<file path="config.mk">
export PLATFORM = sky130hd
export DESIGN_NAME = display_scan
export DESIGN_NICKNAME = d
export VERILOG_FILES = /design/src/rtl/display_scan.sv
export SDC_FILE = /design/constraint.sdc
export NUM_CORES = 1
export LEC_CHECK = 0
export BUFFER_PORTS_ARGS = -buffer_cell sky130_fd_sc_hd__buf_2
export CAP_MARGIN = 0
export CORE_AREA = 4 4 86 88
export CTS_CLUSTER_SIZE = 40
export DETAILED_ROUTE_END_ITERATION = 10
export DIE_AREA = 0 0 90 92
export GPL_TIMING_DRIVEN = 0
export PLACE_DENSITY = 0.72
export REMOVE_ABC_BUFFERS = 1
export SLEW_MARGIN = 10
export SYNTH_ARGS = -nofsm -noshare
export SYNTH_HDL_FRONTEND = slang
export SYNTH_SLANG_ARGS = --single-unit
</file>
<file path="constraint.sdc">
create_clock -name clk -period 2.54 [get_ports clk]
set_clock_uncertainty 0.05 [all_clocks]
set_input_delay 0.508 -clock clk [delete_from_list [all_inputs] [get_ports clk]]
set_output_delay 0.508 -clock clk [all_outputs]
set_load 0.02 [all_outputs]
</file>
<file path="src/rtl/display_scan.sv">
// ============================================================================
//  Module   : display_scan
//  Brief    : 4-digit multiplexed 7-segment scanner with per-slot anti-ghost blanking,
//             a per-frame snapshot of the input, and optional blink (macro DISPLAY_BLINK_EN).
//  Revision : 1.0 - initial release
// ============================================================================
`default_nettype none

module display_scan #(
   parameter int DIV_SCAN     = 25000,
   parameter int BLANK_CYCLES = 500,
   parameter int BLINK_FRAMES = 256
) (
   input  logic        clk,
   input  logic        rst_n,
   input  logic [27:0] display_in,
   input  logic        blink,
   output logic [3:0]  an,
   output logic [6:0]  seg,
   output logic        frame_done
);

   localparam int CW = (DIV_SCAN > 1) ? $clog2(DIV_SCAN) : 1;
   localparam int BW = (BLANK_CYCLES > 1) ? $clog2(BLANK_CYCLES) : 1;
   localparam logic [CW-1:0] c_DIV_LAST   = CW'(DIV_SCAN - 1);
   localparam logic [BW-1:0] c_BLANK_LAST = BW'(BLANK_CYCLES - 1);

   typedef enum logic {ST_BLANK = 1'b0, ST_SHOW = 1'b1} state_t;

   state_t          r_state;
   logic [CW-1:0]   r_cnt;
   logic [BW-1:0]   r_bcnt;
   logic [1:0]      r_idx;
   logic [27:0]     r_snap;
   logic            r_armed;
   logic [3:0]      r_an;
   logic [6:0]      r_seg;
   logic            r_frame_done;

   logic            w_tick;
   logic            w_wrap;
   logic            w_vis_nxt;
   logic [1:0]      w_sel_idx;
   logic [27:0]     w_sel_pat;
   logic [6:0]      w_pat;
   logic [3:0]      w_an_show;
   logic [6:0]      w_seg_show;

   assign w_tick = (r_cnt == c_DIV_LAST);
   assign w_wrap = w_tick && (r_idx == 2'd3);

`ifdef DISPLAY_BLINK_EN
   localparam int FW = $clog2(BLINK_FRAMES + 1);
   localparam logic [FW-1:0] c_BF = FW'(BLINK_FRAMES);

   logic [FW-1:0] r_fcnt;
   logic          r_vis;
   logic [FW-1:0] w_fcnt_nxt;

   // r_fcnt counts frames started under blink; the phase flips when a new frame would exceed BLINK_FRAMES
   assign w_fcnt_nxt = (r_fcnt == c_BF) ? FW'(1) : r_fcnt + FW'(1);
   assign w_vis_nxt  = !blink ? 1'b1 :
                       (w_wrap && (r_fcnt == c_BF)) ? ~r_vis : r_vis;

   always_ff @(posedge clk) begin
      if (!rst_n || !blink) begin
         r_fcnt <= '0;
         r_vis  <= 1'b1;
      end else if (w_wrap) begin
         r_fcnt <= w_fcnt_nxt;
         r_vis  <= w_vis_nxt;
      end
   end
`else
   logic w_unused_blink;
   assign w_unused_blink = blink;
   assign w_vis_nxt      = 1'b1;
`endif

   // Digit that will be visible after this edge: the incoming slot on a tick, else the current one
   assign w_sel_idx = w_tick ? (r_idx + 2'd1) : r_idx;
   assign w_sel_pat = w_wrap ? display_in : r_snap;

   always_comb begin
      w_pat = 7'h00;
      case (w_sel_idx)
         2'd0: w_pat = w_sel_pat[6:0];
         2'd1: w_pat = w_sel_pat[13:7];
         2'd2: w_pat = w_sel_pat[20:14];
         2'd3: w_pat = w_sel_pat[27:21];
         default: w_pat = 7'h00;
      endcase
   end

   assign w_an_show  = w_vis_nxt ? ~(4'b0001 << w_sel_idx) : 4'b1111;
   assign w_seg_show = w_vis_nxt ? ~w_pat : 7'h7F;

   always_ff @(posedge clk) begin
      if (!rst_n) begin
         r_cnt        <= '0;
         r_idx        <= 2'd3;
         r_state      <= ST_BLANK;
         r_bcnt       <= '0;
         r_snap       <= '0;
         r_armed      <= 1'b0;
         r_an         <= 4'b1111;
         r_seg        <= 7'h7F;
         r_frame_done <= 1'b0;
      end else begin
         r_frame_done <= w_wrap;
         if (w_tick) begin
            r_cnt   <= '0;
            r_idx   <= r_idx + 2'd1;
            r_armed <= 1'b1;
            if (w_wrap) begin
               r_snap <= display_in;
            end
            if (BLANK_CYCLES == 0) begin
               r_state <= ST_SHOW;
               r_an    <= w_an_show;
               r_seg   <= w_seg_show;
            end else begin
               r_state <= ST_BLANK;
               r_bcnt  <= '0;
               r_an    <= 4'b1111;
               r_seg   <= 7'h7F;
            end
         end else begin
            r_cnt <= r_cnt + CW'(1);
            case (r_state)
               ST_BLANK: begin
                  // Stay dark after reset until the first tick selects digit 0
                  if (r_armed && (r_bcnt == c_BLANK_LAST)) begin
                     r_state <= ST_SHOW;
                     r_an    <= w_an_show;
                     r_seg   <= w_seg_show;
                  end else begin
                     r_bcnt  <= r_bcnt + BW'(1);
                  end
               end
               ST_SHOW: begin
                  r_an  <= w_an_show;
                  r_seg <= w_seg_show;
               end
            endcase
         end
      end
   end

   assign an         = r_an;
   assign seg        = r_seg;
   assign frame_done = r_frame_done;

endmodule

`default_nettype wire

</file>
# Yosys cells after proc, flatten, opt, wreduce, memory -nomap -nowiden
# Index checks and enable logic that the tools add are counted.
# totals
input_bits	31
out_inout_bits	12
register_bits	68
elab_cells	39
# op_classes
n_bitwise	5
n_addsub	3
n_reduce_logical	5
n_eq_ne	7
n_shift	1
n_mux	9
# op_table
op	n
$mux 28	1
$pmux 7 s4	1
$add 15x1->15 const B	1
$eq 15x15->1 const B	1
$pmux 7 s2	1
$add 9x1->9 const B	1
$eq 9x9->1 const B	1
$pmux 4 s2	1
$mux 7	1
$not 7->7	1
$eq 2x2->1 const B	3
$mux 4	1
$not 4->4	1
$shl 1x2->4 const A	1
$not 1->1	3
$add 2x1->2 const B	1
$eq 2x1->1 const B	1
$logic_and 1x1->1	2
$logic_not 2->1	1
$mux 1	2
$mux 2	1
$ne 2x2->1 const B	1
$reduce_and 2->1	1
$reduce_or 2->1	1

# Longest topological paths before layout
# depth
depth_word	7
ltp_mapped	8
mapped_depth_nobuf	6

# Worst setup path after synthesis
# Ideal clock, no wire load.
# synth_path
path_type	flip-flop to flip-flop
start	register r_cnt[3]
end	register r_seg[0] (netlist: seg[0])
path_stages_with_launch	7
synth_period_minus_slack_ns	2.455
path_buffers	1
arrival_time_ns	2.345
setup_slack_ns	0.085
setup_ns	0.059
required_ns	2.431
path_cell_list	dfxtp_1 > or4b_4 > or4_1 > buf_2 > mux2_4 > a222oi_1 > a221o_1
# synth_via
elab_chain_cells	7
word_cells_on_any_way	13
cone_classes	eq/ne (4); mux (5); bitwise (1); reduce/logical (3)
# synth_rtl
item	line	rtl
start: declaration	31	logic [CW-1:0] r_cnt;
start signal: assignment	129	r_cnt <= r_cnt + CW'(1);
$eq 15x15->1 *	49	assign w_tick = (r_cnt == c_DIV_LAST);
$mux 2 or $logic_and 1x1->1 (tied branches)	--	
$eq 2x2->1 (tied with other cells)	86	case (w_sel_idx)
$pmux 7 s4	86	
$not 7->7	96	assign w_seg_show = w_vis_nxt ? ~w_pat : 7'h7F;
$mux 7	133	if (r_armed && (r_bcnt == c_BLANK_LAST)) begin
$pmux 7 s2	130	case (r_state)
end signal: assignment	121	r_seg <= w_seg_show;
end signal: assignment	136	r_seg <= w_seg_show;
end signal: assignment	143	r_seg <= w_seg_show;
end: declaration	37	logic [6:0] r_seg;
# Every way passes the cells marked *; elsewhere a longest branch is shown, timed or not. The select of a mux whose other input is x is not followed.
# A chain may end at the register's enable or synchronous reset.

# Worst setup path in the final report
# Same ends and word-level chain as after synthesis.

==> metrics <==
Starting Density 0.441; remaining routing DRC violations 0; IO buf count 41; DR vias 2164; setup violators final 0; overall routing resource usage 0.148; CTS tree built; Crit-path slowest cell or4b_4; core footprint 6640 sq um; fin crit period 2.52 ns; Non-Filler Instances 412; Worst Tran Pin Value 0.714 ns; Synth warnings 0; critical path data arrival time 2.70 ns; Worst VDD drop 285 uV; Main synth FF type dfxtp_1; Post-Syn Instances 275; max_slew headroom 0.524; DR pass1 iterations 6; status finished, final reports clean; fmax 397 MHz; share of the synthesized area in the top cell type 0.465; largest net degree at the start of global routing 39; DP Cell Count 384; ys async rst share 0; post-detail-place hpwl 3760 um; Clock Sinks 68; critical path type reg -> reg; largest cells by area after synthesis dfxtp_1 (46%), mux2_2 (11%), and2_1 (6.2%); startpoint types flop; # diodes 0; Hold Vio Cnt, Final 0; RSZ-0062 raised after global routing yes; Die H 92 um; first-pass GRT wire length 9870 um; final period utilization 0.993; Leak 1.50 nW; synthesized area 2930 sq um; Layout area overhead 20.4%; synthesis-stage register bit count 68; GPL Wtd Cong 0.709; post-synth top area cell dfxtp_1; CP endpoint kind flop; Placement Rows 30; TritonCTS buffer count 9; H-tree depth 3; Max-cap violations 0; sequential-to-total area share from yosys stat 0.465; share of cells above drive strength 1 0.346; clock root buffer clkbuf_8; clock latency on the worst-skew pair 0.34 ns; nets 361; vias per cell 5.25; Post-DRT Antenna Nets 0; Ports 43; max incr delay on CP 0.57 ns; grt ovf 0; Hold WC Path Type reg -> reg; vias in the first global route 2134; crit-path cells or4b_4 > or4_4 > buf_6 > o22ai_4 > a222oi_1 > a221o_1; EDFF count, synth 0; Critical Path Fanout Max 8; CP required 2.72 ns; DR WL/cell 13.9 um; final slew viol count 0; initial antenna violation count 0; fin util 0.531; P per Cell Area 600 nW/um^2; die area 8280 sq um; maximum buffer depth of the clock tree 2; Clock Pin Slew Worst Setup and Hold Paths 0.07 ns; synth unique cells 43; Syn Area/Cell 10.6 sq um; Initial DRC Count 110; Die Wd 90 um; final WL 5720 um
[cell families (layout without fill, tap and decap cells)]
group	after synthesis	count (layout)	synth area share
AO/OA/AOI/OAI	33	33	0.101
XOR/XNOR	21	21	0.0628
adder cells (fa/ha/maj)	3	3	0.0128
buffers and inverters	17	74	0.0380
flip-flops	68	68	0.465
multiplexers	31	31	0.121
AND/OR/NAND/NOR	102	102	0.199
[cell type report]
type	count	area, sq um
repair buffers	55	325
flip-flops and latches	68	1370
clock buffers	9	124
well taps	80	100
fillers	609	3120
multi-input cells	190	1500
inverters	3	11.3
clock inverters	7	100
[worst paths after layout]
check / start / end / slack, ns / cells past startpoint
setup / recovery: r_cnt[3] / seg[0] / 0.02 / 6
hold / removal: r_cnt[0] / r_cnt[0] / 0.38 / 1
setup reg to reg: r_cnt[3] / seg[0] / 0.02 / 6
hold reg to reg: r_cnt[0] / r_cnt[0] / 0.38 / 1
[per-stage QoR]
step	worst slack [ns]	power [mW]	setup TNS (ns)	hold WS, ns	area, sq um
6_report	0.0185	2.11	0	0.376	3530
5_1_grt	-0.0498	2.19	-0.143	0.392	3530
3_3_place_gp	-1.81	1.16	-64.91	0.390	3130
2_1_floorplan	-1.06	1.12	-29.37	0.372	2830
4_1_cts	0.00947	2.14	0	0.410	3460
3_5_place_dp	-0.471	1.16	-14.00	0.398	3170
[worst max-delay path, delay by kind of cell (launching register included)]
family                 cells  cell delay (ns)
AND/OR/NAND/NOR            2             1.09
flip-flops                 1             0.34
buffers and inverters      1             0.16
AO/OA/AOI/OAI              3             0.76
[report_power, final]
group | internal [mW] | switching [mW]
logic | 0.0262 | 0.0297
clock network | 0.557 | 0.421
registers | 1.07 | 0.00726
total | 1.66 | 0.458
[placed cells by master (no fill, tap or decap), types with 4 or more instances in the layout]
| master | count |
|---|---|
| dfxtp_1 | 65 |
| buf_2 | 41 |
| and2_1 | 29 |
| mux2_2 | 28 |
| nor2_1 | 28 |
| nand2_1 | 14 |
| xor2_1 | 12 |
| buf_4 | 11 |
| xnor2_1 | 9 |
| clkbuf_8 | 9 |
| a21oi_1 | 8 |
| and3_1 | 8 |
| a222oi_1 | 7 |
| a221o_1 | 7 |
| o2111ai_1 | 4 |
| nand4_1 | 4 |
[cells in the mapped netlist (2+ instances only)]
| cell | n |
|---|---|
| xor2_1 | 12 |
| nand2_1 | 15 |
| mux2_2 | 28 |
| and2_1 | 29 |
| clkbuf_1 | 7 |
| nor2_1 | 28 |
| and3_1 | 8 |
| nand4_1 | 4 |
| inv_1 | 3 |
| a222oi_1 | 7 |
| mux2_4 | 2 |
| a21oi_1 | 8 |
| o2111ai_1 | 4 |
| dfxtp_1 | 68 |
| a221o_1 | 7 |
| nand3_1 | 3 |
| buf_6 | 4 |
| and4_1 | 3 |
| xnor2_1 | 9 |
| ha_1 | 3 |
[metal layers]
layer / track usage / wire, um / vias to the layer above
li1: - / - / 1087
met1: 0.181 / 2560 / 1020
met2: 0.240 / 2740 / 49
met3: 0.0353 / 330 / 8
met4: 0.0804 / 89 / 0
met5: 0 / 0 / -
[registers in the layout, summed over array words and instances (netlist names)]
| register | cells |
|---|---|
| frame_done | 1 |
| r_snap | 28 |
| r_bcnt | 9 |
| r_state | 1 |
| r_cnt | 15 |
| an | 4 |
| r_armed | 1 |
| seg | 7 |
| r_idx | 2 |
[timing repair]
action,in CTS,in global routing
endpoints found under the setup margin,33,7
hold buffers,0,0
buffers inserted,8,4
pin swaps,3,3
resized for setup,2,7
cloned,0,0
No activity file was read; power rests on OpenSTA's default activity.
